**src/rtl/main_decode_pipe.sv**
```systemverilog
// main_decode_pipe
//   Registered RV32 main-decode stage sitting between fetch and execute.
//   Decodes the opcode/funct fields of an instruction into a control word,
//   flags illegal encodings, and forwards the PC and register indices through
//   a one-entry valid/ready pipeline register. A free-running counter tracks
//   how many legal instructions have been handed to execute.
//
// Optional feature:
//   DECODE_MEXT_EN  when defined, opcode 0110011 with funct7=0000001 decodes
//                   as an M-extension R-type (alu_op_o=11, mul_o=1). When not
//                   defined, that encoding is illegal and mul_o is tied to 0.
//
// Ports:
//   clk_i, rst_ni              clock (rising edge), async active-low reset
//   in_valid_i / in_ready_o    upstream handshake for instr_i / pc_i
//   instr_i, pc_i              instruction word and its PC
//   flush_i                    squash held and same-cycle incoming instruction
//   out_valid_o / out_ready_i  downstream handshake for the decoded word
//   reg_write_o .. ret_o       control bits (zero whenever out_valid_o=0)
//   imm_src_o                  000 I, 001 S, 010 B, 011 J, 100 U
//   write_src_o                00 ALU, 01 mem, 10 PC+4, 11 imm
//   alu_op_o                   00 add, 01 sub/compare, 10 funct-decoded, 11 mul
//   mul_o, illegal_o           M-extension op / illegal encoding held
//   rd_o, rs1_o, rs2_o, funct3_o, funct7b5_o, pc_o   forwarded fields
//   decoded_cnt_o              legal instructions handed to execute (wraps)
module main_decode_pipe #(
  parameter int PC_W  = 32,
  parameter int CNT_W = 32
) (
  input  logic             clk_i,
  input  logic             rst_ni,
  input  logic             in_valid_i,
  output logic             in_ready_o,
  input  logic [31:0]      instr_i,
  input  logic [PC_W-1:0]  pc_i,
  input  logic             flush_i,
  output logic             out_valid_o,
  input  logic             out_ready_i,
  output logic             reg_write_o,
  output logic             alu_src_o,
  output logic             alu_a_pc_o,
  output logic             mem_read_o,
  output logic             mem_write_o,
  output logic             branch_o,
  output logic             jump_o,
  output logic             ret_o,
  output logic [2:0]       imm_src_o,
  output logic [1:0]       write_src_o,
  output logic [1:0]       alu_op_o,
  output logic             mul_o,
  output logic             illegal_o,
  output logic [4:0]       rd_o,
  output logic [4:0]       rs1_o,
  output logic [4:0]       rs2_o,
  output logic [2:0]       funct3_o,
  output logic             funct7b5_o,
  output logic [PC_W-1:0]  pc_o,
  output logic [CNT_W-1:0] decoded_cnt_o
);

  typedef struct packed {
    logic       reg_write;
    logic [2:0] imm_src;
    logic       alu_src;
    logic [1:0] write_src;
    logic [1:0] alu_op;
    logic       mem_read;
    logic       mem_write;
    logic       branch;
    logic       jump;
    logic       ret;
    logic       alu_a_pc;
    logic       mul;
    logic       illegal;
  } ctrl_t;

  localparam logic [6:0] OP_JAL    = 7'b1101111;
  localparam logic [6:0] OP_JALR   = 7'b1100111;
  localparam logic [6:0] OP_IMM    = 7'b0010011;
  localparam logic [6:0] OP_REG    = 7'b0110011;
  localparam logic [6:0] OP_STORE  = 7'b0100011;
  localparam logic [6:0] OP_BRANCH = 7'b1100011;
  localparam logic [6:0] OP_LUI    = 7'b0110111;
  localparam logic [6:0] OP_LOAD   = 7'b0000011;
  localparam logic [6:0] OP_AUIPC  = 7'b0010111;

  logic [6:0]       opcode;
  logic [6:0]       funct7;
  ctrl_t            dec;
  ctrl_t            ctrl_q;
  logic             valid_q;
  logic             accept;
  logic [4:0]       rd_q, rs1_q, rs2_q;
  logic [2:0]       funct3_q;
  logic             funct7b5_q;
  logic [PC_W-1:0]  pc_q;
  logic [CNT_W-1:0] cnt_q;

  assign opcode = instr_i[6:0];
  assign funct7 = instr_i[31:25];

  assign in_ready_o = !valid_q || out_ready_i;
  assign accept     = in_valid_i && in_ready_o;

  // Opcode decode. Every listed opcode ends in 2'b11, so a compressed-looking
  // word (instr_i[1:0] != 2'b11) falls through to the illegal default.
  // Illegal words carry an all-zero control word except the illegal flag.
  always_comb begin
    dec = '0;
    unique case (opcode)
      OP_JAL: begin
        dec.reg_write = 1'b1;  dec.imm_src   = 3'b011;
        dec.write_src = 2'b10; dec.jump      = 1'b1;
      end
      OP_JALR: begin
        dec.reg_write = 1'b1;  dec.alu_src   = 1'b1;
        dec.write_src = 2'b10; dec.alu_op    = 2'b10; dec.ret = 1'b1;
      end
      OP_IMM: begin
        dec.reg_write = 1'b1;  dec.alu_src   = 1'b1; dec.alu_op = 2'b10;
      end
      OP_REG: begin
        if (funct7 == 7'b0000000 || funct7 == 7'b0100000) begin
          dec.reg_write = 1'b1; dec.alu_op = 2'b10;
`ifdef DECODE_MEXT_EN
        end else if (funct7 == 7'b0000001) begin
          dec.reg_write = 1'b1; dec.alu_op = 2'b11; dec.mul = 1'b1;
`endif
        end else begin
          dec.illegal = 1'b1;
        end
      end
      OP_STORE: begin
        dec.imm_src = 3'b001; dec.alu_src = 1'b1; dec.mem_write = 1'b1;
      end
      OP_BRANCH: begin
        dec.imm_src = 3'b010; dec.alu_op = 2'b01; dec.branch = 1'b1;
      end
      OP_LUI: begin
        dec.reg_write = 1'b1; dec.imm_src = 3'b100; dec.write_src = 2'b11;
      end
      OP_LOAD: begin
        dec.reg_write = 1'b1;  dec.alu_src  = 1'b1;
        dec.write_src = 2'b01; dec.mem_read = 1'b1;
      end
      OP_AUIPC: begin
        dec.reg_write = 1'b1; dec.imm_src = 3'b100;
        dec.alu_src   = 1'b1; dec.alu_a_pc = 1'b1;
      end
      default: dec.illegal = 1'b1;
    endcase
  end

  // Pipeline register. Flush wins over everything; the payload only loads on
  // an accept, so it stays frozen while the output is stalled.
  always_ff @(posedge clk_i or negedge rst_ni) begin
    if (!rst_ni) begin
      valid_q    <= 1'b0;
      ctrl_q     <= '0;
      rd_q       <= '0;
      rs1_q      <= '0;
      rs2_q      <= '0;
      funct3_q   <= '0;
      funct7b5_q <= 1'b0;
      pc_q       <= '0;
    end else begin
      if (flush_i) begin
        valid_q <= 1'b0;
      end else if (accept) begin
        valid_q <= 1'b1;
      end else if (out_ready_i) begin
        valid_q <= 1'b0;
      end
      if (accept && !flush_i) begin
        ctrl_q     <= dec;
        rd_q       <= instr_i[11:7];
        rs1_q      <= instr_i[19:15];
        rs2_q      <= instr_i[24:20];
        funct3_q   <= instr_i[14:12];
        funct7b5_q <= instr_i[30];
        pc_q       <= pc_i;
      end
    end
  end

  // Only legal instructions actually taken by execute are counted; a handoff
  // coinciding with a flush is squashed and therefore not counted.
  always_ff @(posedge clk_i or negedge rst_ni) begin
    if (!rst_ni) begin
      cnt_q <= '0;
    end else if (valid_q && out_ready_i && !ctrl_q.illegal && !flush_i) begin
      cnt_q <= cnt_q + CNT_W'(1);
    end
  end

  // Control bits are masked by valid so a stale word never looks live.
  assign out_valid_o   = valid_q;
  assign reg_write_o   = valid_q & ctrl_q.reg_write;
  assign alu_src_o     = valid_q & ctrl_q.alu_src;
  assign alu_a_pc_o    = valid_q & ctrl_q.alu_a_pc;
  assign mem_read_o    = valid_q & ctrl_q.mem_read;
  assign mem_write_o   = valid_q & ctrl_q.mem_write;
  assign branch_o      = valid_q & ctrl_q.branch;
  assign jump_o        = valid_q & ctrl_q.jump;
  assign ret_o         = valid_q & ctrl_q.ret;
  assign imm_src_o     = valid_q ? ctrl_q.imm_src   : 3'b000;
  assign write_src_o   = valid_q ? ctrl_q.write_src : 2'b00;
  assign alu_op_o      = valid_q ? ctrl_q.alu_op    : 2'b00;
  assign mul_o         = valid_q & ctrl_q.mul;
  assign illegal_o     = valid_q & ctrl_q.illegal;
  assign rd_o          = rd_q;
  assign rs1_o         = rs1_q;
  assign rs2_o         = rs2_q;
  assign funct3_o      = funct3_q;
  assign funct7b5_o    = funct7b5_q;
  assign pc_o          = pc_q;
  assign decoded_cnt_o = cnt_q;

endmodule

```
**config.mk**
```make
export PLATFORM = sky130hd
export DESIGN_NAME = main_decode_pipe
export DESIGN_NICKNAME = d
export VERILOG_FILES = /design/src/rtl/main_decode_pipe.sv
export SDC_FILE = /design/constraint.sdc
export NUM_CORES = 1
export LEC_CHECK = 0
export ABC_AREA = 1
export BUFFER_PORTS_ARGS = -buffer_cell sky130_fd_sc_hd__buf_4
export CAP_MARGIN = 10
export CORE_UTILIZATION = 50
export DETAILED_ROUTE_END_ITERATION = 8
export MAX_ROUTING_LAYER = met4
export PLACE_DENSITY_LB_ADDON = 0.15
export RECOVER_POWER = 100
export SYNTH_ARGS = -nofsm -noshare
export SYNTH_HDL_FRONTEND = slang
export SYNTH_SLANG_ARGS = --single-unit
```
**constraint.sdc**
```tcl
create_clock -name clk_i -period 1.6 [get_ports clk_i]
set_input_delay 0 -clock clk_i [delete_from_list [all_inputs] [get_ports clk_i]]
set_output_delay 0 -clock clk_i [all_outputs]
set_load 0.02 [all_outputs]
```
==> qor.csv <==
metric,value,unit
grt_pass1_wl,23700,um
root_buffer,clkbuf_8,
period_needed,1.50,ns
io_buffers,169,
worstMarginPinSlew,0.723,ns
grt_max_degree,63,
slew_headroom,0.518,
hpwl,9680,um
io_pins,171,
hp-class,in -> reg,
initial_utilization,0.522,
worst_setup_path_end_kind,flip-flop,
fillers,785,
cts_inserted_buffers,9,
synth_edf_count,0,
power_density,847,mW/mm^2
htree_levels,3,
antenna_left,0,
outcome,completed,
whs,0.0327,ns
min_path_cells,3,
final_hold_viol_count,0,
setup_violations,0,
die_width,101,um
grt_overflow,0,
fp.dieH,101,um
max-cap-violations,0,
syn_area,0.00489,mm^2
leakagePower,0.00370,uW
post-route-period-util,0.940,
fin_area,0.00694,mm^2
viasPerCell,4.92,
met3_length,937,um
ys_ff_latch,100,
firstDrtPassIters,5,
synth_nets,753,
finClkSkew,0.0121,ns
die-area,0.0102,mm^2
worst_path_max_delay_cell,dfrtp_2,
path_clk_slew,0.10,ns
critical_path_class,reg -> reg,
num_vias,5181,
met2_length,7120,um
r2r_cells,6,
cp_max_fo,6,
area_growth_syn_to_layout,41.8,%
crit_family,simple AND/OR/NAND/NOR gates,
clock_path_buffers,2,
rsz0062_at_grt,yes,
critical_path_depth,6,
dp_cells,976,
max_freq,665,MHz
nets,989,
grt_pass1_vias,5024,
crit_required,1.89,ns
route.detailed.drc,0,
multiInputGateArea,0.00213,mm^2
wl_per_cell,13.9,um
cp_slowest_stage_delay,0.42,ns
synth-main-ff-cell,dfrtp_1,
drive_gt1_frac,0.167,
synth-async-reset-ratio,1.00,
antenna_found_initial,1,
fp.coreArea,0.00937,mm^2
syn_area_per_cell,7.16,um^2
vdd_ir_drop_max,0.000526,V
worstPathArrival,1.79,ns
cts_tree,yes,
wl_met1,6130,um
regToRegSetupSlack,0.1,ns
synth_top_area_frac,0.511,
place_area,0.00639,mm^2
insertion_delay,0.36,ns
gr-usage-all-layers,0.310,
slew_violations,0,
row_count,35,
yosysTopAreaCell,dfrtp_1,
synthTopCellsByArea,"dfrtp_1, nand2_1, nor2_1",
ys_warn_count,0,
wirelength,14600,um
crit_path_start_kind,flip-flop,
seq_area_frac_synth,0.511,
yosys.cell_types.count,23,
worstPathCellList,nand2_2 -> nor3_4 -> nand3_4 -> nor2_4 -> buf_4 -> xor2_1,
register_area,0.00251,mm^2
routabilityCongestion,0.945,
finalNonFillerCells,1054,
critical_path_buf_inv_count,1,
cts.sinks,100,
syn-instance-count,683,
drt_iter0_markers,228,
synth_most_common_cell,nand2_1,
synth_common_cells,"nand2_1, dfrtp_1, nor2_1",
top_layer_used,met4,
sequential cells by signal, summed over array words and instances (netlist names), 3 cells and up:
register / cells
rs1_o: 5
rs2_o: 5
funct3_o: 3
pc_o: 32
ctrl_q: 16
rd_o: 5
decoded_cnt_o: 32
power by group:
group | internal, uW | switching (uW) | leakage, uW
Sequential | 2770 | 175 | 0.00129
Combinational | 522 | 867 | 0.00231
Clock | 595 | 945 | 0.0000961
Total | 3890 | 1990 | 0.00370
final timing paths:
| kind | start | end |
|---|---|---|
| max | out_valid_o$_DFFE_PN0P_ | decoded_cnt_o[11]$_DFFE_PN0P_ |
| min | instr_i[2] | ctrl_q[2]$_DFFE_PN0P_ |
| max reg2reg | out_valid_o$_DFFE_PN0P_ | decoded_cnt_o[11]$_DFFE_PN0P_ |
| min reg2reg | ctrl_q[5]$_DFFE_PN0P_ | ctrl_q[5]$_DFFE_PN0P_ |
| max in group asynchronous | rst_ni | rd_o[2]$_DFFE_PN0P_ |
| min in group asynchronous | rst_ni | rs1_o[4]$_DFFE_PN0P_ |
kinds of logic (layout without fill, tap and decap cells):
group	after synthesis	count (layout)	share of synthesized area
xor gates and xnor gates	14	14	0.0251
DFF	100	100	0.511
adders and majority gates	1	1	0.00256
other	1	2	0.000766
buffers and inverters	76	317	0.0603
and+or+nand+nor	480	480	0.388
AOI/OAI and AO/OA	11	11	0.0123
placed cells by master, fill, tap and decap left out, drive strengths merged:
cell	n
a21oi	6
dlygate4sd3	58
nand2	361
xnor2	2
diode	1
clkbuf	80
conb	1
nand4	3
o31ai	2
ha	1
nor2	81
o21ai	3
nor3	3
clkinv	4
xor2	12
nand3	30
buf	115
inv	60
nand3b	2
dfrtp	100
area by class of cell:
cell class | instances | share of cell area
antenna | 1 | 0.000361
clock buffer | 9 | 0.0179
clock inverter | 7 | 0.00865
inverter | 57 | 0.0308
multi-input combinational | 507 | 0.306
sequential | 100 | 0.361
tap | 129 | 0.0233
timing repair buffer | 244 | 0.251
through the flow:
| step | util | setup slack, ns | setup TNS, ns | power [uW] |
|---|---|---|---|---|
| floorplan | - | 0.0261 | 0 | 3620 |
| global placement | 0.682 | 0.141 | 0 | 4340 |
| detailed placement | 0.682 | 0.114 | 0 | 4380 |
| CTS | 0.763 | 0.0879 | 0 | 6040 |
| global route | 0.740 | -0.0339 | -0.0565 | 6170 |
| finish | 0.740 | 0.0963 | 0 | 5880 |
worst reg2reg max path: stages, from the launching register on:
cell and delay (ns):
dfrtp_2 0.42, nand2_2 0.07, nor3_4 0.32, nand3_4 0.16, nor2_4 0.20, buf_4 0.14
xor2_1 0.13
per-layer routing:
metal | GRT usage | vias up
met1 | 0.373 | 2406
li1 | - | 2519
met5 | - | -
met2 | 0.509 | 216
met4 | 0.129 | 0
met3 | 0.0617 | 40
timing repair:
| item | 4_1_cts | 5_1_grt |
|---|---|---|
| hold endpoints to repair | 134 | 0 |
| gates resized for setup | 0 | 11 |
| buffers inserted | 0 | 3 |
| endpoints found under the setup margin | 0 | 19 |
| hold buffers | 58 | 0 |
Power figures use the tool's default switching activity.
